File: config.mk
export PLATFORM = sky130hd
export DESIGN_NAME = cnn_sdiv_23s_9s_14s_seq
export DESIGN_NICKNAME = d
export VERILOG_FILES = /design/src/rtl/cnn_sdiv_23s_9s_14s_seq.sv
export SDC_FILE = /design/constraint.sdc
export NUM_CORES = 1
export LEC_CHECK = 0
export ABC_AREA = 1
export CAP_MARGIN = 25
export CELL_PAD_IN_SITES_DETAIL_PLACEMENT = 1
export CELL_PAD_IN_SITES_GLOBAL_PLACEMENT = 1
export CORE_MARGIN = 3
export CORE_UTILIZATION = 36
export CTS_CLUSTER_SIZE = 24
export DETAILED_ROUTE_END_ITERATION = 16
export GPL_TIMING_DRIVEN = 1
export PLACE_DENSITY = 0.84
export SETUP_SLACK_MARGIN = 0.05
export SYNTH_ARGS = -nofsm -noshare
export SYNTH_HDL_FRONTEND = slang
export SYNTH_SLANG_ARGS = --single-unit
File: constraint.sdc
create_clock -name ap_clk -period 1.87 [get_ports ap_clk]
set_input_delay 0.374 -clock ap_clk [delete_from_list [all_inputs] [get_ports ap_clk]]
set_output_delay 0.374 -clock ap_clk [all_outputs]
set_load 0.05 [all_outputs]
File: src/rtl/cnn_sdiv_23s_9s_14s_seq.sv
`default_nettype none
// ============================================================================
// Module   : cnn_sdiv_23s_9s_14s_seq
// Brief    : Sequential radix-2 restoring signed divider, saturated quotient.
// Revision : 1.0
// ============================================================================
module cnn_sdiv_23s_9s_14s_seq #(
    parameter int DIVIDEND_WIDTH = 23,
    parameter int DIVISOR_WIDTH  = 9,
    parameter int QUOTIENT_WIDTH = 14
) (
    input  logic                      ap_clk,
    input  logic                      ap_rst_n,
    input  logic                      in_valid,
    output logic                      in_ready,
    input  logic [DIVIDEND_WIDTH-1:0] dividend,
    input  logic [DIVISOR_WIDTH-1:0]  divisor,
    output logic                      out_valid,
    input  logic                      out_ready,
    output logic [QUOTIENT_WIDTH-1:0] quotient,
    output logic [DIVISOR_WIDTH-1:0]  remainder,
    output logic                      ovf,
    output logic                      div_by_zero
);

    localparam int c_CNT_W = $clog2(DIVIDEND_WIDTH);
    localparam int c_SHF_W = DIVISOR_WIDTH + 1;
    localparam logic [c_CNT_W-1:0] c_CNT_LAST = c_CNT_W'(DIVIDEND_WIDTH - 1);
    localparam logic [c_CNT_W-1:0] c_CNT_ONE  = c_CNT_W'(1);
    localparam logic [DIVIDEND_WIDTH-1:0] c_POS_LIM = DIVIDEND_WIDTH'(2**(QUOTIENT_WIDTH-1) - 1);
    localparam logic [DIVIDEND_WIDTH-1:0] c_NEG_LIM = DIVIDEND_WIDTH'(2**(QUOTIENT_WIDTH-1));
    localparam logic [QUOTIENT_WIDTH-1:0] c_Q_MAX = {1'b0, {(QUOTIENT_WIDTH-1){1'b1}}};
    localparam logic [QUOTIENT_WIDTH-1:0] c_Q_MIN = {1'b1, {(QUOTIENT_WIDTH-1){1'b0}}};

    typedef enum logic [1:0] {
        S_IDLE = 2'd0,
        S_CALC = 2'd1,
        S_FIX  = 2'd2,
        S_DONE = 2'd3
    } state_t;

    state_t r_state;
    state_t w_state_nxt;

    logic [DIVIDEND_WIDTH-1:0] r_qdiv;     // dividend magnitude, becomes quotient magnitude
    logic [DIVISOR_WIDTH-1:0]  r_dvs_mag;
    logic [DIVISOR_WIDTH-1:0]  r_part;
    logic [c_CNT_W-1:0]        r_cnt;
    logic                      r_sign_n;
    logic                      r_sign_d;
    logic                      r_dz;

    logic [QUOTIENT_WIDTH-1:0] r_quot;
    logic [DIVISOR_WIDTH-1:0]  r_rem;
    logic                      r_ovf;
    logic                      r_dz_out;

    logic [DIVIDEND_WIDTH-1:0] w_dvd_abs;
    logic [DIVISOR_WIDTH-1:0]  w_dvs_abs;
    logic [c_SHF_W-1:0]        w_shift;
    logic                      w_ge;
    logic [DIVISOR_WIDTH-1:0]  w_part_nxt;
    logic [QUOTIENT_WIDTH-1:0] w_q_fix;
    logic [DIVISOR_WIDTH-1:0]  w_r_fix;
    logic                      w_ovf_fix;

    assign w_dvd_abs = dividend[DIVIDEND_WIDTH-1] ? ({DIVIDEND_WIDTH{1'b0}} - dividend) : dividend;
    assign w_dvs_abs = divisor[DIVISOR_WIDTH-1]   ? ({DIVISOR_WIDTH{1'b0}} - divisor)   : divisor;

    // The true difference is below the divisor magnitude, so 9-bit wraparound is exact.
    assign w_shift    = {r_part, r_qdiv[DIVIDEND_WIDTH-1]};
    assign w_ge       = (w_shift >= {1'b0, r_dvs_mag});
    assign w_part_nxt = w_ge ? (w_shift[DIVISOR_WIDTH-1:0] - r_dvs_mag) : w_shift[DIVISOR_WIDTH-1:0];

    always_comb begin
        w_q_fix   = r_qdiv[QUOTIENT_WIDTH-1:0];
        w_ovf_fix = 1'b0;
        w_r_fix   = r_sign_n ? ({DIVISOR_WIDTH{1'b0}} - r_part) : r_part;
        if (r_dz) begin
            w_q_fix = r_sign_n ? c_Q_MIN : c_Q_MAX;
            w_r_fix = '0;
        end else if (r_sign_n ^ r_sign_d) begin
            if (r_qdiv > c_NEG_LIM) begin
                w_q_fix   = c_Q_MIN;
                w_ovf_fix = 1'b1;
            end else begin
                w_q_fix = {QUOTIENT_WIDTH{1'b0}} - r_qdiv[QUOTIENT_WIDTH-1:0];
            end
        end else if (r_qdiv > c_POS_LIM) begin
            w_q_fix   = c_Q_MAX;
            w_ovf_fix = 1'b1;
        end
    end

    always_ff @(posedge ap_clk) begin
        if (!ap_rst_n) begin
            r_state <= S_IDLE;
        end else begin
            r_state <= w_state_nxt;
        end
    end

    always_comb begin
        w_state_nxt = r_state;
        in_ready    = 1'b0;
        out_valid   = 1'b0;
        case (r_state)
            S_IDLE: begin
                in_ready = 1'b1;
                if (in_valid) w_state_nxt = S_CALC;
            end
            S_CALC: begin
                if (r_cnt == c_CNT_LAST) w_state_nxt = S_FIX;
            end
            S_FIX: begin
                w_state_nxt = S_DONE;
            end
            S_DONE: begin
                out_valid = 1'b1;
                if (out_ready) w_state_nxt = S_IDLE;
            end
            default: w_state_nxt = S_IDLE;
        endcase
    end

    always_ff @(posedge ap_clk) begin
        if (!ap_rst_n) begin
            r_qdiv    <= '0;
            r_dvs_mag <= '0;
            r_part    <= '0;
            r_cnt     <= '0;
            r_sign_n  <= 1'b0;
            r_sign_d  <= 1'b0;
            r_dz      <= 1'b0;
            r_quot    <= '0;
            r_rem     <= '0;
            r_ovf     <= 1'b0;
            r_dz_out  <= 1'b0;
        end else begin
            case (r_state)
                S_IDLE: begin
                    if (in_valid) begin
                        r_qdiv    <= w_dvd_abs;
                        r_dvs_mag <= w_dvs_abs;
                        r_sign_n  <= dividend[DIVIDEND_WIDTH-1];
                        r_sign_d  <= divisor[DIVISOR_WIDTH-1];
                        r_dz      <= (divisor == '0);
                        r_part    <= '0;
                        r_cnt     <= '0;
                    end
                end
                S_CALC: begin
                    r_part <= w_part_nxt;
                    r_qdiv <= {r_qdiv[DIVIDEND_WIDTH-2:0], w_ge};
                    r_cnt  <= r_cnt + c_CNT_ONE;
                end
                S_FIX: begin
                    r_quot   <= w_q_fix;
                    r_rem    <= w_r_fix;
                    r_ovf    <= w_ovf_fix;
                    r_dz_out <= r_dz;
                end
                default: ;
            endcase
        end
    end

    assign quotient    = r_quot;
    assign remainder   = r_rem;
    assign ovf         = r_ovf;
    assign div_by_zero = r_dz_out;

endmodule
`default_nettype wire

==> results.json, run 1 <==
{
  "ys.warnings.count": 0,
  "dr_total_vias": 6047,
  "setup_viol": 1,
  "clockBufferDepth": 2,
  "grt-ovfl-total": 0,
  "crit_path_end_kind": "register",
  "synth_compound_area_frac": 0.180,
  "critPathMaxStageDelay_ns": 0.42,
  "cpMaxStageDelayCell": "fa_2",
  "drt_first_pass_iters": 5,
  "drc": 0,
  "wl_per_cell_um": 16.7,
  "p_leak_nw": 3.09,
  "placed_cells": 1115,
  "synthesis.area_sq_um": 5350,
  "cts.sinks": 76,
  "synth_top_family_by_area": "simple AND/OR/NAND/NOR gates",
  "regToRegSetupSlack_ns": -0.01,
  "crit_required_ns": 2.09,
  "fin_crit_sh": 1.01,
  "fin_area_sq_um": 7230,
  "cap_violations": 0,
  "avgSynthCellArea_sq_um": 6.32,
  "yosysSeqAreaShare": 0.285,
  "fp.coreArea_sq_um": 14200,
  "grt_max_degree": 37,
  "antenna_found_initial": 0,
  "rsz0062_at_grt": "yes",
  "layout_commonest_cell": "nand2_1",
  "cts_root_buffer": "clkbuf_16",
  "critical_path.top_delay_family": "adder cells",
  "status": "finished, violations left",
  "hold_viol_final": 0,
  "synth_xor_area_frac": 0.0391,
  "finalPower_mw": 15.3,
  "final.min_clock_period_ns": 1.88,
  "die_y_um": 128,
  "p_per_area_nw_per_um2": 2120,
  "htreeDepth": 3,
  "critPathKind": "register to register",
  "arrival_ns": 2.11,
  "place_ws_ns": -0.272,
  "violations": "setup timing",
  "gp_congestion": 0.872,
  "wirelength_um": 19000,
  "path_cells": "inv_2 -> ha_4 -> inv_2 -> fa_2 -> nand3_2 -> nand4_4 -> buf_12 -> nor2_1 -> nor2_1 -> nand2_1 -> a21oi_1",
  "placed_area_sq_um": 6480,
  "dp_hpwl_um": 13200,
  "worst_slew_pin_slew_ns": 0.417,
  "viasPerCell": 5.32,
  "nets": 1009,
  "syn_to_final_growth_pct": 35.2,
  "tritoncts": "done",
  "holdWs_ns": 0.467,
  "synthSimpleGateAreaFrac": 0.338,
  "grt_pass1_vias": 5967,
  "clock_latency_ns": 0.35,
  "finClkSkew_ns": 0.00898,
  "drv_slew": 0,
  "hold_path.class": "register to register",
  "ios": 63,
  "start_util": 0.376,
  "synthCells": 846,
  "grt_pass1_wl_um": 28900,
  "rows": 43,
  "grt_usage": 0.215,
  "port_buffers": 62,
  "relSlewSlack": 0.722,
  "startpoint_type": "register",
  "drive_gt1_frac": 0.222,
  "synthMuxAreaShare": 0,
  "path_clk_slew_ns": 0.07,
  "dieArea_sq_um": 16300,
  "drt_iter0_drc": 330,
  "max_clock_freq_mhz": 531,
  "synth_seq_cells": 76,
  "die_w_um": 128,
  "worst-path-max-fanout": 8,
  "final_cell_count_no_fill": 1136,
  "mostFrequentLayoutCells": "212 x nand2_1, 96 x inv_1, 86 x a21oi_1, 80 x buf_4",
  "fin_ws_ns": -0.0148,
  "synth_nets": 903,
  "ant_nets": 0,
  "synthAdderAreaFrac": 0.0506,
  "cp_num_buf_inv": 3,
  "numCtsBuffers": 9,
  "insertedDiodeCount": 0,
  "ir_worst_vdd_mv": 0.953,
  "synth.distinct_cells": 48
}
-- kinds of logic after synthesis --
logic type,count (synthesis)
AND/OR/NAND/NOR,411
buffers and inverters,142
adder cells (fa/ha/maj),21
flip-flops,76
AO/OA/AOI/OAI,173
XOR/XNOR,23
-- Yosys cell counts, drive strengths merged --
cell / n / area, sq um
nor2: 86 / 354
ha: 20 / 250
o21ai: 44 / 224
buf: 15 / 100
o221ai: 1 / 8.76
nand3: 67 / 373
a221oi: 1 / 8.76
fa: 1 / 20.0
o21a: 1 / 7.51
nand4: 7 / 58.8
o22ai: 8 / 50.1
a21oi: 99 / 526
clkbuf: 15 / 56.3
and3: 1 / 6.26
nor4: 1 / 6.26
o21bai: 11 / 82.6
nor3: 9 / 50.1
nand2: 228 / 873
a31oi: 4 / 25.0
inv: 112 / 420
or2: 4 / 25.0
and2: 1 / 6.26
xor2: 14 / 123
nand3b: 6 / 45.0
o31ai: 1 / 7.51
xnor2: 9 / 86.3
nor3b: 1 / 7.51
dfxtp: 76 / 1520
o211ai: 3 / 22.5
-- layer usage --
metal	track usage	wire length, um
met1	0.268	8340
met2	0.380	9770
met3	0.0433	608
met4	0.0512	276
met5	0	0
-- area by class of cell --
class	instances	area, sq um
fillers	1870	6980
clock inverters	6	88.8
flip-flops and latches	76	1540
clock buffers	9	225
repair buffers	125	1140
well taps	180	225
inverters	112	423
multi-input cells	628	3590
-- final timing paths --
| kind | startpoint | end | cells after the start |
|---|---|---|---|
| setup reg to reg | r_qdiv[22]$_SDFFE_PN0P_ | r_part[0]$_SDFFE_PN0P_ | 11 |
| hold / removal | remainder[8]$_SDFFE_PN0P_ | remainder[8]$_SDFFE_PN0P_ | 2 |
| hold reg to reg | remainder[8]$_SDFFE_PN0P_ | remainder[8]$_SDFFE_PN0P_ | 2 |
| setup / recovery | r_qdiv[22]$_SDFFE_PN0P_ | r_part[0]$_SDFFE_PN0P_ | 11 |
-- where the power goes --
group | switching, mW | total, mW | internal [mW]
clock | 0.740 | 1.90 | 1.16
sequential | 0.523 | 2.63 | 2.11
combinational | 6.47 | 10.8 | 4.32
-- tightest hold or removal path: cells and delay by family (launching register included) --
family	cells	cell delay (ns)
flops	1	0.31
simple gates	1	0.06
compound gates	1	0.05
-- repair_timing --
action | CTS | global route
endpoints found under the setup margin | 12 | 46
endpoints found under the hold margin | 0 | 0
hold buffers | 0 | 0
pin swaps | 0 | 20
gates resized for setup | 5 | 91
setup buffers | 0 | 5
cloned | 0 | 1
-- flip-flops by register name, summed over array words and instances, names as in the netlist, 2 cells and up --
signal,cells
r_cnt,5
remainder,9
r_dvs_mag,9
quotient,14
r_qdiv,23
r_state,2
r_part,9
-- metrics by stage --
| step | util | TNS, ns |
|---|---|---|
| 2_1_floorplan | - | 0 |
| 3_3_place_gp | 0.457 | -0.511 |
| 3_5_place_dp | 0.457 | -2.10 |
| 4_1_cts | 0.480 | 0 |
| 5_1_grt | 0.509 | -0.147 |
| 6_report | 0.509 | -0.0148 |
No activity file was read; power rests on OpenSTA's default activity.
==> inputs of run 2 (changes only) <==
--- a/config.mk
+++ b/config.mk
@@ -10,11 +10,12 @@
 export CELL_PAD_IN_SITES_DETAIL_PLACEMENT = 1
 export CELL_PAD_IN_SITES_GLOBAL_PLACEMENT = 1
 export CORE_MARGIN = 3
-export CORE_UTILIZATION = 36
+export CORE_UTILIZATION = 35
 export CTS_CLUSTER_SIZE = 24
 export DETAILED_ROUTE_END_ITERATION = 16
 export GPL_TIMING_DRIVEN = 1
-export PLACE_DENSITY = 0.84
+export MAX_ROUTING_LAYER = met4
+export PLACE_DENSITY = 0.82
 export SETUP_SLACK_MARGIN = 0.05
 export SYNTH_ARGS = -nofsm -noshare
 export SYNTH_HDL_FRONTEND = slang
==> results.json, run 2 (synthesis gave the netlist of run 1 again) <==
{
  "status": "complete, no violations",
  "grt_usage": 0.214,
  "power.share.switching": 0.501,
  "ir_worst_vdd_mv": 1.07,
  "grt_max_degree": 40,
  "grt-ovfl-total": 0,
  "p_leak_nw": 3.07,
  "dieArea_sq_um": 16800,
  "fin_area_sq_um": 7080,
  "final.min_clock_period_ns": 1.86,
  "crit_required_ns": 2.11,
  "numCtsBuffers": 9,
  "startpoint_type": "register",
  "tritoncts": "done",
  "largest_reg_flops": 23,
  "hold_path.class": "register to register",
  "place_ws_ns": -0.237,
  "placed_area_sq_um": 6510,
  "nets": 1010,
  "grt_pass1_vias": 5929,
  "tns_ns": 0,
  "arrival_ns": 2.10,
  "switching_power_mw": 7.31,
  "p_clk_frac": 0.122,
  "layout_commonest_cell": "nand2_1",
  "dr_total_vias": 5868,
  "p_int_mw": 7.29,
  "drc": 0,
  "pwr-share-comb": 0.702,
  "syn_to_final_growth_pct": 32.5,
  "die_y_um": 130,
  "dp_hpwl_um": 13000,
  "critPathKind": "register to register",
  "die_w_um": 130,
  "rows": 44,
  "start_util": 0.362,
  "viasPerCell": 5.14,
  "path_clk_slew_ns": 0.06,
  "worst-path-max-fanout": 5,
  "drt_iter0_drc": 353,
  "max_clock_freq_mhz": 537,
  "antenna_found_initial": 0,
  "p_per_area_nw_per_um2": 2060,
  "rsz0062_at_grt": "yes",
  "crit_path_end_kind": "register",
  "cts_root_buffer": "clkbuf_16",
  "setup_viol": 0,
  "seqCellArea_sq_um": 1530,
  "fp.coreArea_sq_um": 14800,
  "gp_congestion": 0.926,
  "drv_slew": 0,
  "fin_crit_sh": 0.996,
  "grt_pass1_wl_um": 28400,
  "relSlewSlack": 0.711,
  "clock_latency_ns": 0.35,
  "clockBufferDepth": 2,
  "fin_util": 0.480,
  "drive_gt1_frac": 0.188,
  "cap_violations": 0,
  "drt_first_pass_iters": 4,
  "top_register": "r_qdiv",
  "htreeDepth": 3,
  "mostFrequentLayoutCells": "219 x nand2_1, 102 x inv_1, 90 x a21oi_1, 83 x buf_4, 72 x nor2_1",
  "cts.sinks": 76,
  "finalPower_mw": 14.6,
  "wl_per_cell_um": 15.7,
  "finClkSkew_ns": 0.00668,
  "wirelength_um": 18000,
  "multi_input_area_sq_um": 3470,
  "ios": 63,
  "ant_nets": 0,
  "fin_ws_ns": 0.00676,
  "p_seq_frac": 0.176,
  "hold_viol_final": 0,
  "insertedDiodeCount": 0,
  "port_buffers": 62,
  "worst_slew_pin_slew_ns": 0.433,
  "fillers": 1932
}
run 2: metal layers:
| metal | wire, um | track usage | vias up |
|---|---|---|---|
| met5 | 0 | - | - |
| li1 | - | - | 2953 |
| met4 | 211 | 0.0434 | 0 |
| met1 | 8130 | 0.264 | 2809 |
| met3 | 571 | 0.0396 | 19 |
| met2 | 9050 | 0.367 | 87 |
run 2: final timing paths:
kind | cells past startpoint | slack (ns) | endpoint | startpoint
setup / recovery | 11 | 0.007 | r_part[0]$_SDFFE_PN0P_ | r_qdiv[22]$_SDFFE_PN0P_
hold / removal | 2 | 0.46 | remainder[2]$_SDFFE_PN0P_ | remainder[2]$_SDFFE_PN0P_
setup reg to reg | 11 | 0.007 | r_part[0]$_SDFFE_PN0P_ | r_qdiv[22]$_SDFFE_PN0P_
hold reg to reg | 2 | 0.46 | remainder[2]$_SDFFE_PN0P_ | remainder[2]$_SDFFE_PN0P_
run 2: power groups by stage:
| stage | combinational, mW | sequential (mW) | clock, mW |
|---|---|---|---|
| 3_5_place_dp | 8.61 | 2.55 | 0 |
| 4_1_cts | 8.76 | 2.53 | 1.82 |
| 2_1_floorplan | 5.61 | 2.96 | 0 |
| 5_1_grt | 11.3 | 2.63 | 1.88 |
| 6_report | 10.2 | 2.58 | 1.78 |
| 3_3_place_gp | 8.39 | 2.54 | 0 |
run 2: stage by stage:
step           hold slack, ns  cells
2_1_floorplan           0.445    846
3_3_place_gp            0.457   1123
3_5_place_dp            0.459   1123
4_1_cts                 0.469   1138
5_1_grt                 0.490   1141
6_report                0.464   1141
run 2: repair_timing:
item,in CTS,in global routing
hold endpoints to repair,0,0
setup buffers,0,1
hold buffers,0,0
pin swaps,0,7
gates cloned,0,2
gates resized for setup,3,48
endpoints found under the setup margin,5,50
run 2: worst max-delay path, stage by stage (launching register included):
cell and delay (ns):
dfxtp_2 0.33, inv_2 0.07, ha_4 0.13, inv_2 0.04, fa_2 0.37, nand3_2 0.11, nand4_4 0.17, clkbuf_16 0.21
nor2_1 0.12, nor2_1 0.06, nand2_1 0.08, a21oi_2 0.05
run 2: layout make-up:
class	instances	area share
clock buffer	11	0.0343
clock inverter	4	0.00707
inverter	112	0.0594
multi-input combinational	628	0.490
sequential	76	0.216
tap	184	0.0325
timing repair buffer	126	0.161
